[config.mk]
export PLATFORM = sky130hd
export DESIGN_NAME = stack_ctrl
export DESIGN_NICKNAME = d
export VERILOG_FILES = /design/src/rtl/stack_ctrl.sv
export SDC_FILE = /design/constraint.sdc
export NUM_CORES = 1
export LEC_CHECK = 0
export ABC_AREA = 1
export BUFFER_PORTS_ARGS = -buffer_cell sky130_fd_sc_hd__buf_2
export CAP_MARGIN = 20
export CORE_MARGIN = 2
export CORE_UTILIZATION = 39
export DETAILED_ROUTE_END_ITERATION = 12
export HOLD_SLACK_MARGIN = 0.15
export PLACE_DENSITY = 0.6
export SETUP_SLACK_MARGIN = 0.1
export SLEW_MARGIN = 10
export SYNTH_ARGS = -nofsm -noshare
export SYNTH_HDL_FRONTEND = slang
export SYNTH_SLANG_ARGS = --single-unit
[constraint.sdc]
create_clock -name clk -period 2.4 [get_ports clk]
set_input_delay 0.48 -clock clk [delete_from_list [all_inputs] [get_ports clk]]
set_output_delay 0.48 -clock clk [all_outputs]
set_load 0.03 [all_outputs]
[src/rtl/stack_ctrl.sv]
// Sequencer for an external 6-entry hardware stack: accepts one command at a
// time, issues load/push/pop strobes and tracks depth plus a sticky error code.
module stack_ctrl (
  input  logic        clk,
  input  logic        rst,
  input  logic        cmd_valid,
  output logic        cmd_ready,
  input  logic [2:0]  cmd,
  input  logic [15:0] din,
  input  logic [15:0] qtop,
  input  logic [15:0] qnext,
  output logic        load,
  output logic        push,
  output logic        pop,
  output logic [15:0] d,
  output logic [2:0]  depth,
  output logic        done,
  output logic        err,
  output logic [1:0]  err_code
);

  // Handshake: a command transfers on a rising edge where cmd_valid and
  // cmd_ready are both high; cmd_ready is high only in IDLE and never in reset.
  typedef enum logic [1:0] {S_IDLE, S_ISSUE, S_MUL, S_WB} state_t;

  localparam logic [2:0] OP_NOP  = 3'd0;
  localparam logic [2:0] OP_PUSH = 3'd1;
  localparam logic [2:0] OP_DROP = 3'd2;
  localparam logic [2:0] OP_DUP  = 3'd3;
  localparam logic [2:0] OP_ADD  = 3'd4;
  localparam logic [2:0] OP_SUB  = 3'd5;
  localparam logic [2:0] OP_MUL  = 3'd6;
  localparam logic [2:0] OP_CLR  = 3'd7;

  localparam logic [2:0] MAX_DEPTH = 3'd6;

  state_t      r_state;
  logic [2:0]  r_cmd;
  logic [15:0] r_din;
  logic [15:0] r_qtop;
  logic [15:0] r_qnext;
  logic [15:0] r_acc;
  logic [3:0]  r_cnt;
  logic [2:0]  r_depth;
  logic        r_err;
  logic [1:0]  r_err_code;
  logic        r_load;
  logic        r_push;
  logic        r_pop;
  logic [15:0] r_d;
  logic        r_done;

  logic w_accept;
  logic w_ovf;
  logic w_unf;
  logic w_two_op;

  assign cmd_ready = (r_state == S_IDLE) && !rst;
  assign w_accept  = cmd_valid && cmd_ready;

  assign w_two_op = (r_cmd == OP_ADD) || (r_cmd == OP_SUB) || (r_cmd == OP_MUL);
  assign w_ovf    = ((r_cmd == OP_PUSH) || (r_cmd == OP_DUP)) && (r_depth == MAX_DEPTH);
  assign w_unf    = (((r_cmd == OP_DROP) || (r_cmd == OP_DUP)) && (r_depth == 3'd0)) ||
                    (w_two_op && (r_depth < 3'd2));

  always_ff @(posedge clk) begin
    if (rst) begin
      r_state    <= S_IDLE;
      r_cmd      <= OP_NOP;
      r_din      <= '0;
      r_qtop     <= '0;
      r_qnext    <= '0;
      r_acc      <= '0;
      r_cnt      <= '0;
      r_depth    <= '0;
      r_err      <= 1'b0;
      r_err_code <= 2'd0;
      r_load     <= 1'b0;
      r_push     <= 1'b0;
      r_pop      <= 1'b0;
      r_d        <= '0;
      r_done     <= 1'b0;
    end else begin
      r_load <= 1'b0;
      r_push <= 1'b0;
      r_pop  <= 1'b0;
      r_d    <= '0;
      r_done <= 1'b0;
      case (r_state)
        S_IDLE: begin
          if (w_accept) begin
            r_cmd   <= cmd;
            r_din   <= din;
            r_qtop  <= qtop;
            r_qnext <= qnext;
            r_acc   <= '0;
            r_cnt   <= '0;
            r_state <= ((cmd == OP_MUL) && (r_depth >= 3'd2)) ? S_MUL : S_ISSUE;
          end
        end
        S_ISSUE: begin
          r_done  <= 1'b1;
          r_state <= S_IDLE;
          if (w_ovf) begin
            r_err      <= 1'b1;
            r_err_code <= 2'd1;
          end else if (w_unf) begin
            r_err      <= 1'b1;
            r_err_code <= 2'd2;
          end else begin
            case (r_cmd)
              OP_PUSH: begin
                r_load  <= 1'b1;
                r_push  <= 1'b1;
                r_d     <= r_din;
                r_depth <= r_depth + 3'd1;
              end
              OP_DROP: begin
                r_pop   <= 1'b1;
                r_depth <= r_depth - 3'd1;
              end
              OP_DUP: begin
                r_push  <= 1'b1;
                r_depth <= r_depth + 3'd1;
              end
              OP_ADD: begin
                r_load  <= 1'b1;
                r_pop   <= 1'b1;
                r_d     <= r_qnext + r_qtop;
                r_depth <= r_depth - 3'd1;
              end
              OP_SUB: begin
                r_load  <= 1'b1;
                r_pop   <= 1'b1;
                r_d     <= r_qnext - r_qtop;
                r_depth <= r_depth - 3'd1;
              end
              OP_CLR: begin
                r_depth    <= '0;
                r_err      <= 1'b0;
                r_err_code <= 2'd0;
              end
              default: ;
            endcase
          end
        end
        S_MUL: begin
          // Operand latches double as the shift registers: qnext is the
          // left-shifting multiplicand, qtop the right-shifting multiplier.
          r_acc   <= r_acc + (r_qtop[0] ? r_qnext : 16'd0);
          r_qnext <= {r_qnext[14:0], 1'b0};
          r_qtop  <= {1'b0, r_qtop[15:1]};
          r_cnt   <= r_cnt + 4'd1;
          if (r_cnt == 4'd15) r_state <= S_WB;
        end
        S_WB: begin
          r_load  <= 1'b1;
          r_pop   <= 1'b1;
          r_d     <= r_acc;
          r_depth <= r_depth - 3'd1;
          r_done  <= 1'b1;
          r_state <= S_IDLE;
        end
        default: r_state <= S_IDLE;
      endcase
    end
  end

  assign load     = r_load;
  assign push     = r_push;
  assign pop      = r_pop;
  assign d        = r_d;
  assign done     = r_done;
  assign depth    = r_depth;
  assign err      = r_err;
  assign err_code = r_err_code;

endmodule

# --- Word level (Yosys, flattened, before mapping) ---
# Index checks and enable logic that the tools add are counted.
totals:
  reg_bits: 99
  out_inout_bits: 27
  word_cells: 106
op_classes:
  addsub: 6
  magnitude_cmp: 2
  n_eq_ne: 18
  mux: 37
  bitwise_logic: 1
  reduce_logical: 27
ops:
  columns: ["cell", "count"]
  rows:
  - ["16-bit one-hot mux with 2 select lines", 4]
  - ["16-bit two-way mux", 6]
  - ["16-bit one-hot mux with 3 select lines", 1]
  - ["16-bit adder", 2]
  - ["3-bit == test, second input constant", 6]
  - ["16-bit subtractor", 1]
  - ["2-bit two-way mux", 6]
  - ["1-bit two-way mux", 11]
  - ["3-bit one-hot mux with 3 select lines", 1]
  - ["2-bit inequality test, second input constant", 4]
  - ["4-bit one-hot mux with 2 select lines", 1]
  - ["2-bit AND reduction", 4]
  - ["3-bit by 2-bit == test with 1-bit output, second input constant", 2]
  - ["1-bit logical AND", 6]
  - ["3-bit two-way mux", 2]
  - ["2-bit one-hot mux with 3 select lines", 1]
  - ["3-bit one-hot mux with 2 select lines", 1]
  - ["3-bit OR reduction", 2]
  - ["1-bit logical OR", 5]
  - ["4-bit by 1-bit adder with 4-bit output, second input constant", 1]
  - ["2-bit == test, second input constant", 2]
  - ["4-bit == test, second input constant", 1]
  - ["4-bit two-way mux", 1]
  - ["4-bit by 3-bit inequality test with 1-bit output, second input constant", 1]
  - ["other kinds (16)", 19]

# --- Longest topological paths before layout ---
logic_depth:
  ltp_word: 8
  depth_mapped: 21
  ltp_nobuf: 20

# --- Least setup slack after synthesis ---
# OpenSTA, ideal clock, no wires.
synth_path:
  kind: "reg-to-reg"
  startpoint: "register r_qtop[0]"
  endpoint: "register r_d[15] (netlist: d[15])"
  setup_ns: 0.132
  t_arrival_ns: 2.429
  t_required_ns: 2.268
  slack_ns: -0.162
  path_stages_with_launch: 21
  period_less_slack_ns: 2.562
  cell_sequence: "dfxtp_1 clkbuf_1 inv_1 ha_1 nand4_1 nor2_1 nand3_1 inv_1 a41oi_1 xnor2_1 ha_1 nand2_1 inv_1 a21oi_1 nand2_1 a21oi_1 nand3_1 nand3_1 nand2_1 nand2_1 a21oi_1"
synth_between:
  elab_chain_cells: 5
  word_cells_on_any_way: 6
synth_rtl:
  columns: ["item", "line_no", "text"]
  rows:
  - ["start, declared", "40", "logic [15:0] r_qtop;"]
  - ["start signal, assigned", "94", "r_qtop <= qtop;"]
  - ["start signal, assigned", "152", "r_qtop <= {1'b0, r_qtop[15:1]};"]
  - ["16-bit subtractor or 16-bit adder (tied branches)", "135, 129", null]
  - ["16-bit one-hot mux with 3 select lines *", "111", "case (r_cmd)"]
  - ["16-bit two-way mux *", "107", "end else if (w_unf) begin"]
  - ["16-bit two-way mux *", "104", "if (w_ovf) begin"]
  - ["16-bit one-hot mux with 2 select lines *", "89", "case (r_state)"]
  - ["end signal, assigned", "115", "r_d <= r_din;"]
  - ["end signal, assigned", "129", "r_d <= r_qnext + r_qtop;"]
  - ["end signal, assigned", "135", "r_d <= r_qnext - r_qtop;"]
  - ["end, declared", "50", "logic [15:0] r_d;"]
# Every way passes the cells marked *; elsewhere a longest branch is shown, timed or not.
# A chain may end at the register's enable or synchronous reset.

# --- Worst setup path in the final report ---
# Ends and elaborated chain as after synthesis.

==> results.json <==
{
  "status": "finished, violations left",
  "violations": "negative setup slack",
  "cellPowerDensity_nw_per_um2": 602.1,
  "start_util": 0.4002,
  "track_usage": 0.2363,
  "whs_ps": 360.1,
  "area_delta_synth_final_pct": 34.94,
  "hold_viol_final": 0,
  "die_area_um2": 16610,
  "placed_cells": 1218,
  "maxSlewHeadroom": 0.4217,
  "antenna_found_initial": 0,
  "n_antenna_cell": 0,
  "async_reset_ff_frac": 0,
  "layout_common_cells": "240 x nand2_1, 96 x dfxtp_1, 81 x inv_1",
  "maxCapViolCount": 0,
  "die_h_um": 128.9,
  "start_kind": "flip-flop",
  "crit_fanout": 4,
  "final_common_cell": "nand2_1",
  "root_buffer": "clkbuf_16",
  "drtAntennaViolNets": 0,
  "final_layout_size_suffix_gt1_frac": 0.3082,
  "r2r_cells": 21,
  "synth_area_per_cell_um2": 6.641,
  "hold_depth": 3,
  "ys_warn_count": 0,
  "endpoint_kind": "flip-flop",
  "drtIter0Drc": 314,
  "worstReg2RegStart": "r_qtop[0]$_SDFFE_PP0P_",
  "grt_pass1_vias": 6139,
  "pre_cts_slack_ps": -389.1,
  "r2r_end": "d[15]$_SDFF_PP0_",
  "critical_path_class": "flip-flop to flip-flop",
  "insertion_delay_ps": 360,
  "setup_viol": 7,
  "wl_per_cell_um": 15.64,
  "rsz0062_at_grt": "true",
  "final_cell_count_no_fill": 1249,
  "fillCellCount": 1506,
  "grt_pass1_wl_um": 30760,
  "leakagePower_nw": 3.777,
  "worstMarginPinSlew_ps": 866.5,
  "worst_ir_drop_vdd_mv": 0.4180,
  "fin_area_um2": 8209,
  "ys_seq_elements": 99,
  "route.detailed.drc": 0,
  "pin_count": 81,
  "max_freq_mhz": 387.2,
  "via_per_inst": 5.204,
  "h-tree-depth": 3,
  "min_from": "din[14]",
  "period_share": 1.076,
  "synthFlopType": "dfxtp_1",
  "overflow": 0,
  "postPlaceCellArea_um2": 7142,
  "drv_slew": 0,
  "tns_ps": -828.7,
  "cts.clk_slew.worst_paths_ps": 80,
  "routed_wl_um": 19540,
  "synth_area_um2": 6083,
  "clk_path_buf_depth": 2,
  "routed-via-count": 6500,
  "reg2reg_slack_ps": -180,
  "synth_fp_nets": 1009,
  "dieWidth_um": 128.9,
  "finalClockSkew_ps": 7.513,
  "fin_crit_ps": 2583,
  "io_buffers": 80,
  "grt_max_degree": 64,
  "cp.required_ps": 2640,
  "tritoncts": "done",
  "synth_edf_count": 0,
  "crit_arrival_ps": 2820,
  "syn_inst": 916,
  "finalNetCount": 1149,
  "multi_input_area_um2": 4252,
  "fin_ws_ps": -182.5,
  "hold_end": "r_din[14]$_SDFFE_PP0P_",
  "cts_made_buffers": 9,
  "rows": 45,
  "gp_congestion": 0.9479,
  "hpwl_um": 14150,
  "ff_latch_area_um2": 1986,
  "cts.sinks": 99,
  "core_area_um2": 15200,
  "hold_path_class": "primary input to flip-flop",
  "ys_seq_area_frac": 0.3258,
  "dr.pass1.iters": 4,
  "yosysUniqueCellTypes": 41
}
-- sequential cells by signal, summed over array words and instances, names as in the netlist --
signal    cells
pop           1
push          1
r_acc        16
r_cmd         3
err_code      2
r_qnext      16
r_din        16
r_cnt         4
r_qtop       16
r_state       2
done          1
depth         3
load          1
err           1
d            16
-- where the power goes --
| group | leakage, nW | switching [mW] | internal, mW | total, mW |
|---|---|---|---|---|
| clock network | 0.136 | 0.721 | 0.722 | 1.44 |
| logic | 2.83 | 0.928 | 0.782 | 1.71 |
| registers | 0.808 | 0.0794 | 1.71 | 1.79 |
| total | 3.78 | 1.73 | 3.21 | 4.94 |
-- metrics by stage --
| step | power (mW) | util |
|---|---|---|
| 3_3_place_gp | 3.053 | 0.4698 |
| 5_1_grt | 5.170 | 0.5400 |
| 3_5_place_dp | 3.048 | 0.4698 |
| 4_1_cts | 4.651 | 0.5048 |
| 2_1_floorplan | 2.520 | - |
| 6_report | 4.943 | 0.5400 |
-- worst max path at each step --
| stage | start | endpoint | slack, ps | depth (start not counted) |
|---|---|---|---|---|
| 6_report | r_qtop[0]$_SDFFE_PP0P_ | d[15]$_SDFF_PP0_ | -180 | 21 |
| 5_1_grt | r_qtop[0]$_SDFFE_PP0P_ | d[15]$_SDFF_PP0_ | -410 | 19 |
| 4_1_cts | r_qtop[1]$_SDFFE_PP0P_ | d[13]$_SDFF_PP0_ | -160 | 18 |
| 3_5_place_dp | r_qtop[1]$_SDFFE_PP0P_ | d[12]$_SDFF_PP0_ | -390 | 15 |
| 3_3_place_gp | r_qtop[1]$_SDFFE_PP0P_ | d[12]$_SDFF_PP0_ | -360 | 15 |
| 2_1_floorplan | r_qtop[0]$_SDFFE_PP0P_ | d[15]$_SDFF_PP0_ | -60 | 20 |
-- layout make-up --
cell class,instances,share of cell area
clock inverters,7,0.007316
multi-input cells,685,0.5179
clock buffers,9,0.02743
flip-flops and latches,99,0.2419
inverters,96,0.04512
repair buffers,165,0.1317
well taps,188,0.02865
-- critical path, stage by stage (launching register included) --
cell and delay (ps):
dfxtp_2 350, inv_4 40, ha_4 150, nand4_1 120, nor2_2 70, buf_4 140
a21oi_2 130, xor2_1 160, inv_1 90, ha_4 300, nand2_2 80, inv_2 80
buf_4 100, nand2_2 60, nor3_4 150, nand2_1 80, nand3_1 60, nand2_1 50
nand3_1 70, nand2_1 50, nand2_1 70, a21oi_2 50
-- synth_stat cells, types with 4 or more instances --
master / instances / area [um2]
o21bai_1: 4 / 30.03
xor2_1: 10 / 87.58
clkbuf_1: 21 / 78.83
inv_2: 5 / 18.77
o21ai_0: 77 / 385.4
nor2_1: 45 / 168.9
a31oi_1: 33 / 206.5
nand2_1: 273 / 1025
nand2_2: 4 / 25.02
dfxtp_1: 99 / 1982
ha_1: 37 / 462.9
nand3b_1: 4 / 30.03
nand3_1: 48 / 240.2
inv_1: 91 / 341.6
a21oi_1: 93 / 465.5
xnor2_1: 9 / 78.83
buf_1: 4 / 15.01
nor3_1: 8 / 40.04
buf_2: 10 / 50.05
o21ai_1: 6 / 30.03
-- what timing repair did --
action	in CTS	in global routing
setup endpoints to repair	14	23
resized for setup	59	108
hold buffers	0	0
pin swaps	30	49
setup buffers	4	12
-- kinds of logic (layout without fill, tap and decap cells) --
group | after synthesis | count (layout) | synth area share
AND/OR/NAND/NOR | 396 | 396 | 0.2723
AO/OA/AOI/OAI | 231 | 231 | 0.2071
buffers and inverters | 132 | 277 | 0.08474
flip-flops | 99 | 99 | 0.3258
adder cells (fa/ha/maj) | 39 | 39 | 0.08268
XOR/XNOR | 19 | 19 | 0.02736
-- layer usage --
| layer | GRT usage | share of wire | wire, um |
|---|---|---|---|
| met5 | 0 | 0 | 0 |
| met4 | 0.09527 | 0.035 | 680 |
| met3 | 0.03243 | 0.039 | 770 |
| met2 | 0.4164 | 0.48 | 9396 |
| met1 | 0.2905 | 0.44 | 8690 |
Note: power is estimated with default switching activity, not from simulation.
